### config.mk
export PLATFORM = sky130hd
export DESIGN_NAME = mux2_rr_arbiter_flat
export DESIGN_NICKNAME = d
export VERILOG_FILES = /design/src/rtl/mux2_pkg.sv /design/src/rtl/mux2_rr_arbiter_if.sv /design/src/rtl/sat_counter.sv /design/src/rtl/mux2_rr_arbiter.sv /design/src/flat_wrapper.sv
export SDC_FILE = /design/constraint.sdc
export NUM_CORES = 1
export LEC_CHECK = 0
export CAP_MARGIN = 15
export CORE_ASPECT_RATIO = 1.25
export CORE_UTILIZATION = 25
export DETAILED_ROUTE_END_ITERATION = 6
export MAX_ROUTING_LAYER = met4
export PLACE_DENSITY = 0.6
export SLEW_MARGIN = 10
export SYNTH_ARGS = -nofsm -noshare
export SYNTH_HDL_FRONTEND = slang
export SYNTH_SLANG_ARGS = --single-unit
### constraint.sdc
create_clock -name clk -period 3.6 [get_ports clk]
set_clock_uncertainty 0.1 [all_clocks]
set_input_delay 0.54 -clock clk [delete_from_list [all_inputs] [get_ports clk]]
set_output_delay 0.54 -clock clk [all_outputs]
set_load 0.1 [all_outputs]
### src/rtl/mux2_pkg.sv
// Shared types and defaults for the arbitrated 2:1 selection stage
// (mux2_rr_arbiter) and its helpers.
package mux2_pkg;

  localparam int DEF_WIDTH = 8;
  localparam int DEF_CNT_W = 8;

  // Source identity; the encoding doubles as the downstream mux select.
  typedef enum logic {
    SRC_A = 1'b0,
    SRC_B = 1'b1
  } src_t;

  // Packet-lock state; only IDLE is ever reached when packet lock is not built in.
  typedef enum logic [1:0] {
    ST_IDLE   = 2'd0,
    ST_LOCK_A = 2'd1,
    ST_LOCK_B = 2'd2
  } state_t;

  // The source that gets priority after the given one has been served.
  function automatic src_t other_src(input src_t s);
    return (s == SRC_A) ? SRC_B : SRC_A;
  endfunction

endpackage

### src/rtl/mux2_rr_arbiter_if.sv
// Handshake bundle for mux2_rr_arbiter: two valid/ready source channels in,
// one registered valid/ready channel plus mux select out.
// Optional macro MUX2_ARB_PKT_LOCK_EN adds the per-channel last flags.
interface mux2_rr_arbiter_if #(
  parameter int WIDTH = mux2_pkg::DEF_WIDTH
);

  logic             in_valid_a;
  logic [WIDTH-1:0] in_data_a;
  logic             in_ready_a;
  logic             in_valid_b;
  logic [WIDTH-1:0] in_data_b;
  logic             in_ready_b;
  logic             out_valid;
  logic [WIDTH-1:0] out_data;
  logic             out_sel;
  logic             out_ready;
`ifdef MUX2_ARB_PKT_LOCK_EN
  logic             in_last_a;
  logic             in_last_b;
  logic             out_last;

  // Arbiter side.
  modport slave (
    input  in_valid_a, in_data_a, in_last_a,
    input  in_valid_b, in_data_b, in_last_b,
    input  out_ready,
    output in_ready_a, in_ready_b,
    output out_valid, out_data, out_sel, out_last
  );

  // Environment side: sources and downstream sink.
  modport master (
    output in_valid_a, in_data_a, in_last_a,
    output in_valid_b, in_data_b, in_last_b,
    output out_ready,
    input  in_ready_a, in_ready_b,
    input  out_valid, out_data, out_sel, out_last
  );
`else
  // Arbiter side.
  modport slave (
    input  in_valid_a, in_data_a,
    input  in_valid_b, in_data_b,
    input  out_ready,
    output in_ready_a, in_ready_b,
    output out_valid, out_data, out_sel
  );

  // Environment side: sources and downstream sink.
  modport master (
    output in_valid_a, in_data_a,
    output in_valid_b, in_data_b,
    output out_ready,
    input  in_ready_a, in_ready_b,
    input  out_valid, out_data, out_sel
  );
`endif

endinterface

### src/rtl/sat_counter.sv
// Saturating up-counter: counts inc pulses and sticks at all-ones.
module sat_counter #(
  parameter int CNT_W = mux2_pkg::DEF_CNT_W
) (
  input  logic             clk,
  input  logic             rst_n,
  input  logic             inc,
  output logic [CNT_W-1:0] count
);

  logic [CNT_W-1:0] r_count;

  // Count up on inc until every bit is set, then hold.
  // NOTE: clocked state is written only with non-blocking assignments so every
  // flop samples pre-edge values regardless of block ordering.
  always_ff @(posedge clk or negedge rst_n) begin
    if (!rst_n) begin
      r_count <= '0;
    end else if (inc && (r_count != {CNT_W{1'b1}})) begin
      r_count <= r_count + CNT_W'(1);
    end
  end

  assign count = r_count;

endmodule

### src/rtl/mux2_rr_arbiter.sv
// mux2_rr_arbiter: round-robin arbiter for two valid/ready sources feeding a
// one-beat output register and the downstream 2:1 mux select (0=A, 1=B).
// A new beat is taken whenever the output slot is empty or drains this cycle,
// giving one beat per clock at full throughput.
// Optional macro MUX2_ARB_PKT_LOCK_EN: keeps a source granted until it sends
// its last beat (packet lock).
module mux2_rr_arbiter
  import mux2_pkg::*;
#(
  parameter int WIDTH = DEF_WIDTH,
  parameter int CNT_W = DEF_CNT_W
) (
  input  logic              clk,
  input  logic              rst_n,
  mux2_rr_arbiter_if.slave  bus,
  output logic [CNT_W-1:0]  cnt_a,
  output logic [CNT_W-1:0]  cnt_b
);

  state_t           r_state;
  src_t             r_prio;
  logic             r_out_valid;
  logic [WIDTH-1:0] r_out_data;
  src_t             r_out_sel;
`ifdef MUX2_ARB_PKT_LOCK_EN
  logic             r_out_last;
  logic             w_acc_last;
`endif

  logic             w_slot_free;
  logic             w_elig_a;
  logic             w_elig_b;
  logic             w_grant_a;
  logic             w_grant_b;
  logic             w_acc_a;
  logic             w_acc_b;
  logic             w_accept;
  src_t             w_acc_src;
  logic [WIDTH-1:0] w_acc_data;
  state_t           w_next_state;

  // The slot can take a beat if it is empty or its beat leaves this cycle.
  assign w_slot_free = !r_out_valid || bus.out_ready;

  // A locked packet excludes the other source entirely.
  assign w_elig_a = bus.in_valid_a && (r_state != ST_LOCK_B);
  assign w_elig_b = bus.in_valid_b && (r_state != ST_LOCK_A);

  // A lone eligible source always wins; on contention prio decides.
  assign w_grant_a = w_elig_a && (!w_elig_b || (r_prio == SRC_A));
  assign w_grant_b = w_elig_b && (!w_elig_a || (r_prio == SRC_B));

  // Ready depends on valid (through the grant), never the other way round.
  assign bus.in_ready_a = w_slot_free && w_grant_a;
  assign bus.in_ready_b = w_slot_free && w_grant_b;

  assign w_acc_a    = bus.in_valid_a && bus.in_ready_a;
  assign w_acc_b    = bus.in_valid_b && bus.in_ready_b;
  assign w_accept   = w_acc_a || w_acc_b;
  assign w_acc_src  = w_acc_b ? SRC_B : SRC_A;
  assign w_acc_data = w_acc_b ? bus.in_data_b : bus.in_data_a;

`ifdef MUX2_ARB_PKT_LOCK_EN
  assign w_acc_last = w_acc_b ? bus.in_last_b : bus.in_last_a;
`endif

  // Lock transitions: a non-last beat locks onto its source, a last beat unlocks.
  // NOTE: the default assignment at the top keeps this block latch-free on
  // every path, including the build where no transition is ever taken.
  always_comb begin
    w_next_state = r_state;
`ifdef MUX2_ARB_PKT_LOCK_EN
    if (w_acc_a) begin
      w_next_state = bus.in_last_a ? ST_IDLE : ST_LOCK_A;
    end else if (w_acc_b) begin
      w_next_state = bus.in_last_b ? ST_IDLE : ST_LOCK_B;
    end
`endif
  end

  // Control FSM and output register: capture on accept, drain when taken.
  // NOTE: the data register is reset along with the control bits so the
  // downstream mux sees a defined word and select out of reset.
  always_ff @(posedge clk or negedge rst_n) begin
    if (!rst_n) begin
      r_state     <= ST_IDLE;
      r_prio      <= SRC_A;
      r_out_valid <= 1'b0;
      r_out_data  <= '0;
      r_out_sel   <= SRC_A;
`ifdef MUX2_ARB_PKT_LOCK_EN
      r_out_last  <= 1'b0;
`endif
    end else begin
      r_state <= w_next_state;
      if (w_accept) begin
        r_out_valid <= 1'b1;
        r_out_data  <= w_acc_data;
        r_out_sel   <= w_acc_src;
        r_prio      <= other_src(w_acc_src);
`ifdef MUX2_ARB_PKT_LOCK_EN
        r_out_last  <= w_acc_last;
`endif
      end else if (bus.out_ready) begin
        r_out_valid <= 1'b0;
      end
    end
  end

  assign bus.out_valid = r_out_valid;
  assign bus.out_data  = r_out_data;
  assign bus.out_sel   = r_out_sel;
`ifdef MUX2_ARB_PKT_LOCK_EN
  assign bus.out_last  = r_out_last;
`endif

  // Per-source grant statistics, saturating rather than wrapping.
  sat_counter #(.CNT_W(CNT_W)) u_cnt_a (
    .clk   (clk),
    .rst_n (rst_n),
    .inc   (w_acc_a),
    .count (cnt_a)
  );

  sat_counter #(.CNT_W(CNT_W)) u_cnt_b (
    .clk   (clk),
    .rst_n (rst_n),
    .inc   (w_acc_b),
    .count (cnt_b)
  );

endmodule

### src/flat_wrapper.sv
// flat-port wrapper written by rule: the top's interface ports become plain ports
module mux2_rr_arbiter_flat import mux2_pkg::*;
#(
  parameter int WIDTH = DEF_WIDTH,
  parameter int CNT_W = DEF_CNT_W
)
  (clk, rst_n, cnt_a, cnt_b, bus_in_valid_a, bus_in_data_a, bus_in_valid_b, bus_in_data_b, bus_out_ready, bus_in_ready_a, bus_in_ready_b, bus_out_valid, bus_out_data, bus_out_sel);
  mux2_rr_arbiter_if #(.WIDTH(WIDTH)) bus_i ();
  input  logic clk;
  input  logic rst_n;
  output logic [CNT_W-1:0] cnt_a;
  output logic [CNT_W-1:0] cnt_b;
  input wire logic [$bits(bus_i.in_valid_a)-1:0] bus_in_valid_a;
  input wire logic [$bits(bus_i.in_data_a)-1:0] bus_in_data_a;
  input wire logic [$bits(bus_i.in_valid_b)-1:0] bus_in_valid_b;
  input wire logic [$bits(bus_i.in_data_b)-1:0] bus_in_data_b;
  input wire logic [$bits(bus_i.out_ready)-1:0] bus_out_ready;
  output wire logic [$bits(bus_i.in_ready_a)-1:0] bus_in_ready_a;
  output wire logic [$bits(bus_i.in_ready_b)-1:0] bus_in_ready_b;
  output wire logic [$bits(bus_i.out_valid)-1:0] bus_out_valid;
  output wire logic [$bits(bus_i.out_data)-1:0] bus_out_data;
  output wire logic [$bits(bus_i.out_sel)-1:0] bus_out_sel;
  assign bus_i.in_valid_a = bus_in_valid_a;
  assign bus_i.in_data_a = bus_in_data_a;
  assign bus_i.in_valid_b = bus_in_valid_b;
  assign bus_i.in_data_b = bus_in_data_b;
  assign bus_i.out_ready = bus_out_ready;
  assign bus_in_ready_a = bus_i.in_ready_a;
  assign bus_in_ready_b = bus_i.in_ready_b;
  assign bus_out_valid = bus_i.out_valid;
  assign bus_out_data = bus_i.out_data;
  assign bus_out_sel = bus_i.out_sel;
  mux2_rr_arbiter #(.WIDTH(WIDTH), .CNT_W(CNT_W)) u_core (.clk(clk), .rst_n(rst_n), .bus(bus_i), .cnt_a(cnt_a), .cnt_b(cnt_b));
endmodule
# Word level (Yosys, flattened, before mapping)
# Cells that the tools add are included.
dict set report totals {
  regBits 27
  inputBits 21
  output_inout_bits 28
  elab_cells 32
}
dict set report op_classes {
  n_addsub 2
  n_eq_ne 2
  muxes 5
  bitwise 1
  n_reduce_logical 16
}
# cell n
set op_table {}
lappend op_table {{$add 8x1->8 const B} 2}
lappend op_table {{$ne 8x8->1 const B} 2}
lappend op_table {{$logic_and 1x1->1} 8}
lappend op_table {{$mux 8} 1}
lappend op_table {{$logic_or 1x1->1} 4}
lappend op_table {{$mux 1} 4}
lappend op_table {{$logic_not 1->1} 3}
lappend op_table {{$reduce_bool 2->1} 1}
lappend op_table {{$not 1->1} 1}

# Depth between registers and ports, before layout
dict set report depth {
  word_depth 7
  ltp_mapped 6
  ltp_nobuf 5
}

# Hierarchy
# From an unflattened synthesis, not the netlist that was laid out.
dict set report hier_totals {
  hier_cells 123
  area_unflattened_um2 1398.8
}
# module instances cells_per_inst area_per_inst_um2 seq_area_each_um2
set by_module_without_submodules {}
lappend by_module_without_submodules {sat_counter 2 34 407.9 200.2}
lappend by_module_without_submodules {mux2_rr_arbiter 1 55 583.1 275.3}

# Worst setup path after synthesis
# No wires, ideal clock.
dict set report synth_path {
  path_type {register -> output}
  start {reg u_core.r_out_valid (netlist: u_core.bus.out_valid)}
  end {out bus_in_ready_b}
  t_arrival_ns 1.723
  required_time_ns 2.960
  path_slack_ns 1.237
  path_stages_with_launch 5
  n_path_buf 1
  path_cell_list {dfrtp_1 nand2b_2 nand3_2 inv_2 buf_2}
}
dict set report synth_between {
  elab_chain_cells 3
}
# element line
set synth_rtl {}
lappend synth_rtl {{from (decl)} mux2_rr_arbiter.sv:22} ;# logic r_out_valid;
lappend synth_rtl {{from (signal assigned)} mux2_rr_arbiter.sv:88} ;# r_out_valid <= 1'b0;
lappend synth_rtl {{from (signal assigned)} mux2_rr_arbiter.sv:97} ;# r_out_valid <= 1'b1;
lappend synth_rtl {{from (signal assigned)} mux2_rr_arbiter.sv:105} ;# r_out_valid <= 1'b0;
lappend synth_rtl {{$logic_not 1->1} mux2_rr_arbiter.sv:43} ;# assign w_slot_free = !r_out_valid || bus.out_ready;
lappend synth_rtl {{$logic_or 1x1->1} mux2_rr_arbiter.sv:43}
lappend synth_rtl {{$logic_and 1x1->1} mux2_rr_arbiter.sv:55} ;# assign bus.in_ready_b = w_slot_free && w_grant_b;
lappend synth_rtl {{to (decl)} flat_wrapper.sv:19} ;# output wire logic [$bits(bus_i.in_ready_b)-1:0] bus_in_ready_b;
# Every way passes these cells.

# Worst setup path after layout
dict set report layout_path {
  start {reg u_core.u_cnt_a.r_count[4] (netlist: u_core.u_cnt_a.count[4])}
  end {out cnt_a[4]}
}
# element line
set layout_rtl {}
lappend layout_rtl {{from (decl)} sat_counter.sv:11} ;# logic [CNT_W-1:0] r_count;
lappend layout_rtl {{from (signal assigned)} sat_counter.sv:20} ;# r_count <= r_count + CNT_W'(1);
lappend layout_rtl {{to (decl)} flat_wrapper.sv:11} ;# output logic [CNT_W-1:0] cnt_a;
# No word-level cell between the ends.

==> flow_summary_export.csv <==
group,metric,value,unit
status,status,"completed",
floorplan,initial_core_util,26.2,%
drt,drtIter0Drc,34,
logic_synthesis,yosys-top-cells-area,"dfrtp_1, nand2_1, xor2_1",
logic_synthesis,ys_seq_area_share,54.1,%
cts,cts_tree,"yes",
logic_synthesis,yosysTopAreaCellShare,54.1,%
setup_path,cp.required,2.96,ns
drt,via_count,1050,
setup_path,start_kind,"flop",
drt,wirelength,3.09,mm
logic_synthesis,synth-edff-count,0,
cts,cts_inserted_buffers,3,
global_routing,overflow,0,
cts,cts_htree_levels,1,
floorplan,core-area,4760,um^2
global_routing,antenna_found_initial,0,
final_layout,nNetsFinal,192,
cts,clock_latency,0.26,ns
setup_path,path_max_fanout,6,
logic_synthesis,synth_common_cells,"dfrtp_1, nand2_1, xor2_1, a22oi_1, nor2_1",
setup_path,cp.arrival,1.91,ns
setup_path,critical_path.slowest_cell,"clkdlybuf4s50_1",
drt,post-route-drc-count,0,
floorplan,rows,28,
setup_path,path_cells,"clkdlybuf4s50_1",
global_routing,busiest_layer,"met2",
setup_path,critPathTopFamily,"buffers and inverters",
final_layout,area_growth,47.5,%
job,cap_violations,0,
placement,gp_congestion,0.830,
placement,port_buffers,48,
cts,cts_sinks,27,
timing,fmax,0.392,GHz
timing,tightest_slew,0.980,ns
setup_path,critical_path_class,"reg -> out",
cts,post_cts_resized,0,
global_routing,grt_max_degree,28,
final_layout,antenna_cells,0,
setup_path,crit_path_end_kind,"primary output",
cts,postCtsSetupBuffers,0,
global_routing,grt_use_met2,21.2,%
logic_synthesis,synthDistinctLibCells,30,
global_routing,grt_pass1_wl,4.89,mm
timing,setup_violations,0,
logic_synthesis,synth_seq_cells,27,
logic_synthesis,async_reset_ff_share,100,%
timing,report.final.slew_viol_count,0,
min_path,hp-class,"reg -> reg",
timing,period_minus_slack,2.55,ns
timing,fin_crit_sh,70.9,%
floorplan,die_h,81.0,um
placement,dp_hpwl,2.39,mm
logic_synthesis,synth_largest_area_cell,"dfrtp_1",
drt,drt-vias-per-instance,4.61,
global_routing,grt_usage,12.3,%
cts,clockBufferDepth,2,
setup_path,cpPeakStageDelay,1.18,ns
timing,relSlewSlack,34.5,%
global_routing,met1_usage,15.0,%
final_layout,fillerInstances,488,
timing,rsz0062_at_grt,"false",
floorplan,die_w,65.2,um
logic_synthesis,syn_avg_cell_area,10.7,um^2
global_routing,gr-usage-met3,1.83,%
global_routing,grt_pass1_vias,1058,
timing,finalSetupTns,0,ns
logic_synthesis,ys_warn_count,0,
drt,wl_per_cell,13.5,um
final_layout,layout-drive-gt1-share,10.7,%
logic_synthesis,synth_flop_cell,"dfrtp_1",
drt,drt-pass1-iter-count,4,
cts,root_buffer,"clkbuf_8",
floorplan,die_area,5280,um^2
timing,hold_viol,0,
floorplan,io_pins,49,
final_layout,register_area,676,um^2
logic_synthesis,yosysMostFrequentCell,"dfrtp_1",
final_layout,multi_input_area,556,um^2
logic_synthesis,syn_inst,117,
logic_synthesis,synth_nets,140,
cts,clkTransAtPathRegs,0.09,ns
setup_path,critPathBufInv,1,
cts,cts_hold_buf,0,
logic_synthesis,netlist_area,1250,um^2
drt,ant_nets,0,
metrics by stage:
| stage | hold WS, ns | std cells | worst slack [ns] | util (%) | instance area, um^2 |
|---|---|---|---|---|---|
| global placement | 0.365 | 224 | 1.10 | 37.7 | 1800 |
| finish | 0.389 | 228 | 1.05 | 38.7 | 1840 |
| global route | 0.401 | 228 | 0.983 | 38.7 | 1840 |
| detailed placement | 0.369 | 224 | 1.06 | 37.7 | 1800 |
| floorplan | 0.144 | 117 | 1.24 | - | 1250 |
| CTS | 0.391 | 228 | 1.04 | 38.7 | 1840 |
worst paths after layout:
kind                                              start                 endpoint  slack (ns)  depth (start not counted)
worst max-delay path            u_core.u_cnt_a.count[4]                 cnt_a[4]        1.05                          1
worst min-delay path             u_core.bus.out_data[6]   u_core.bus.out_data[6]        0.39                          2
worst max register to register  u_core.u_cnt_a.count[0]  u_core.u_cnt_a.count[1]        1.93                          5
worst min register to register   u_core.bus.out_data[6]   u_core.bus.out_data[6]        0.39                          2
max in group asynchronous                         rst_n  u_core.u_cnt_a.count[6]        2.61                          2
min in group asynchronous                         rst_n  u_core.u_cnt_b.count[0]        0.54                          2
metal layers:
| layer | share of wire (%) | vias up | routed length (um) |
|---|---|---|---|
| met1 | 45 | 507 | 1400 |
| met3 | 5.3 | 2 | 163 |
| met5 | 0 | - | 0 |
| met2 | 49 | 33 | 1510 |
| met4 | 0.52 | 0 | 16 |
| li1 | - | 508 | - |
registers in the layout (all words and copies together), names as in the netlist:
register and flops:
u_core.u_cnt_b.count 8, u_core.r_prio 1, u_core.bus.out_sel 1, u_core.bus.out_valid 1, u_core.u_cnt_a.count 8, u_core.bus.out_data 8
area by class of cell:
class	instances	share of cell area [%]
sequential	27	36.7
tap	60	4.08
clock buffer	4	2.45
timing repair buffer	49	26.2
multi-input combinational	86	30.2
inverter	2	0.408
cell usage in the layout (no fill, tap or decap), types with 3 or more instances in the layout:
cell / synthesis / routed
clkdlybuf4s50_1: 0 / 46
dfrtp_1: 27 / 27
nand2_1: 26 / 26
xor2_1: 9 / 9
a22oi_1: 8 / 8
nor2_1: 5 / 5
nor3_1: 4 / 4
nand3_2: 3 / 3
nand3_1: 3 / 3
clkbuf_8: 0 / 3
buf_4: 0 / 3
logic make-up (layout without fill, tap and decap cells):
kind of cell             count (synthesis)  in the layout  synth area share (%)
AND/OR/NAND/NOR                         55             55                  23.7
flip-flops                              27             27                  54.1
multiplexers                             3              3                  3.01
XOR/XNOR                                11             11                  7.72
buffers and inverters                    4             55                  1.40
adder cells (fa/ha/maj)                  2              2                  2.00
AO/OA/AOI/OAI                           15             15                  8.02
Power is not shown: default switching activity piles up to over one toggle a cycle in this logic, so the estimate is an artifact.
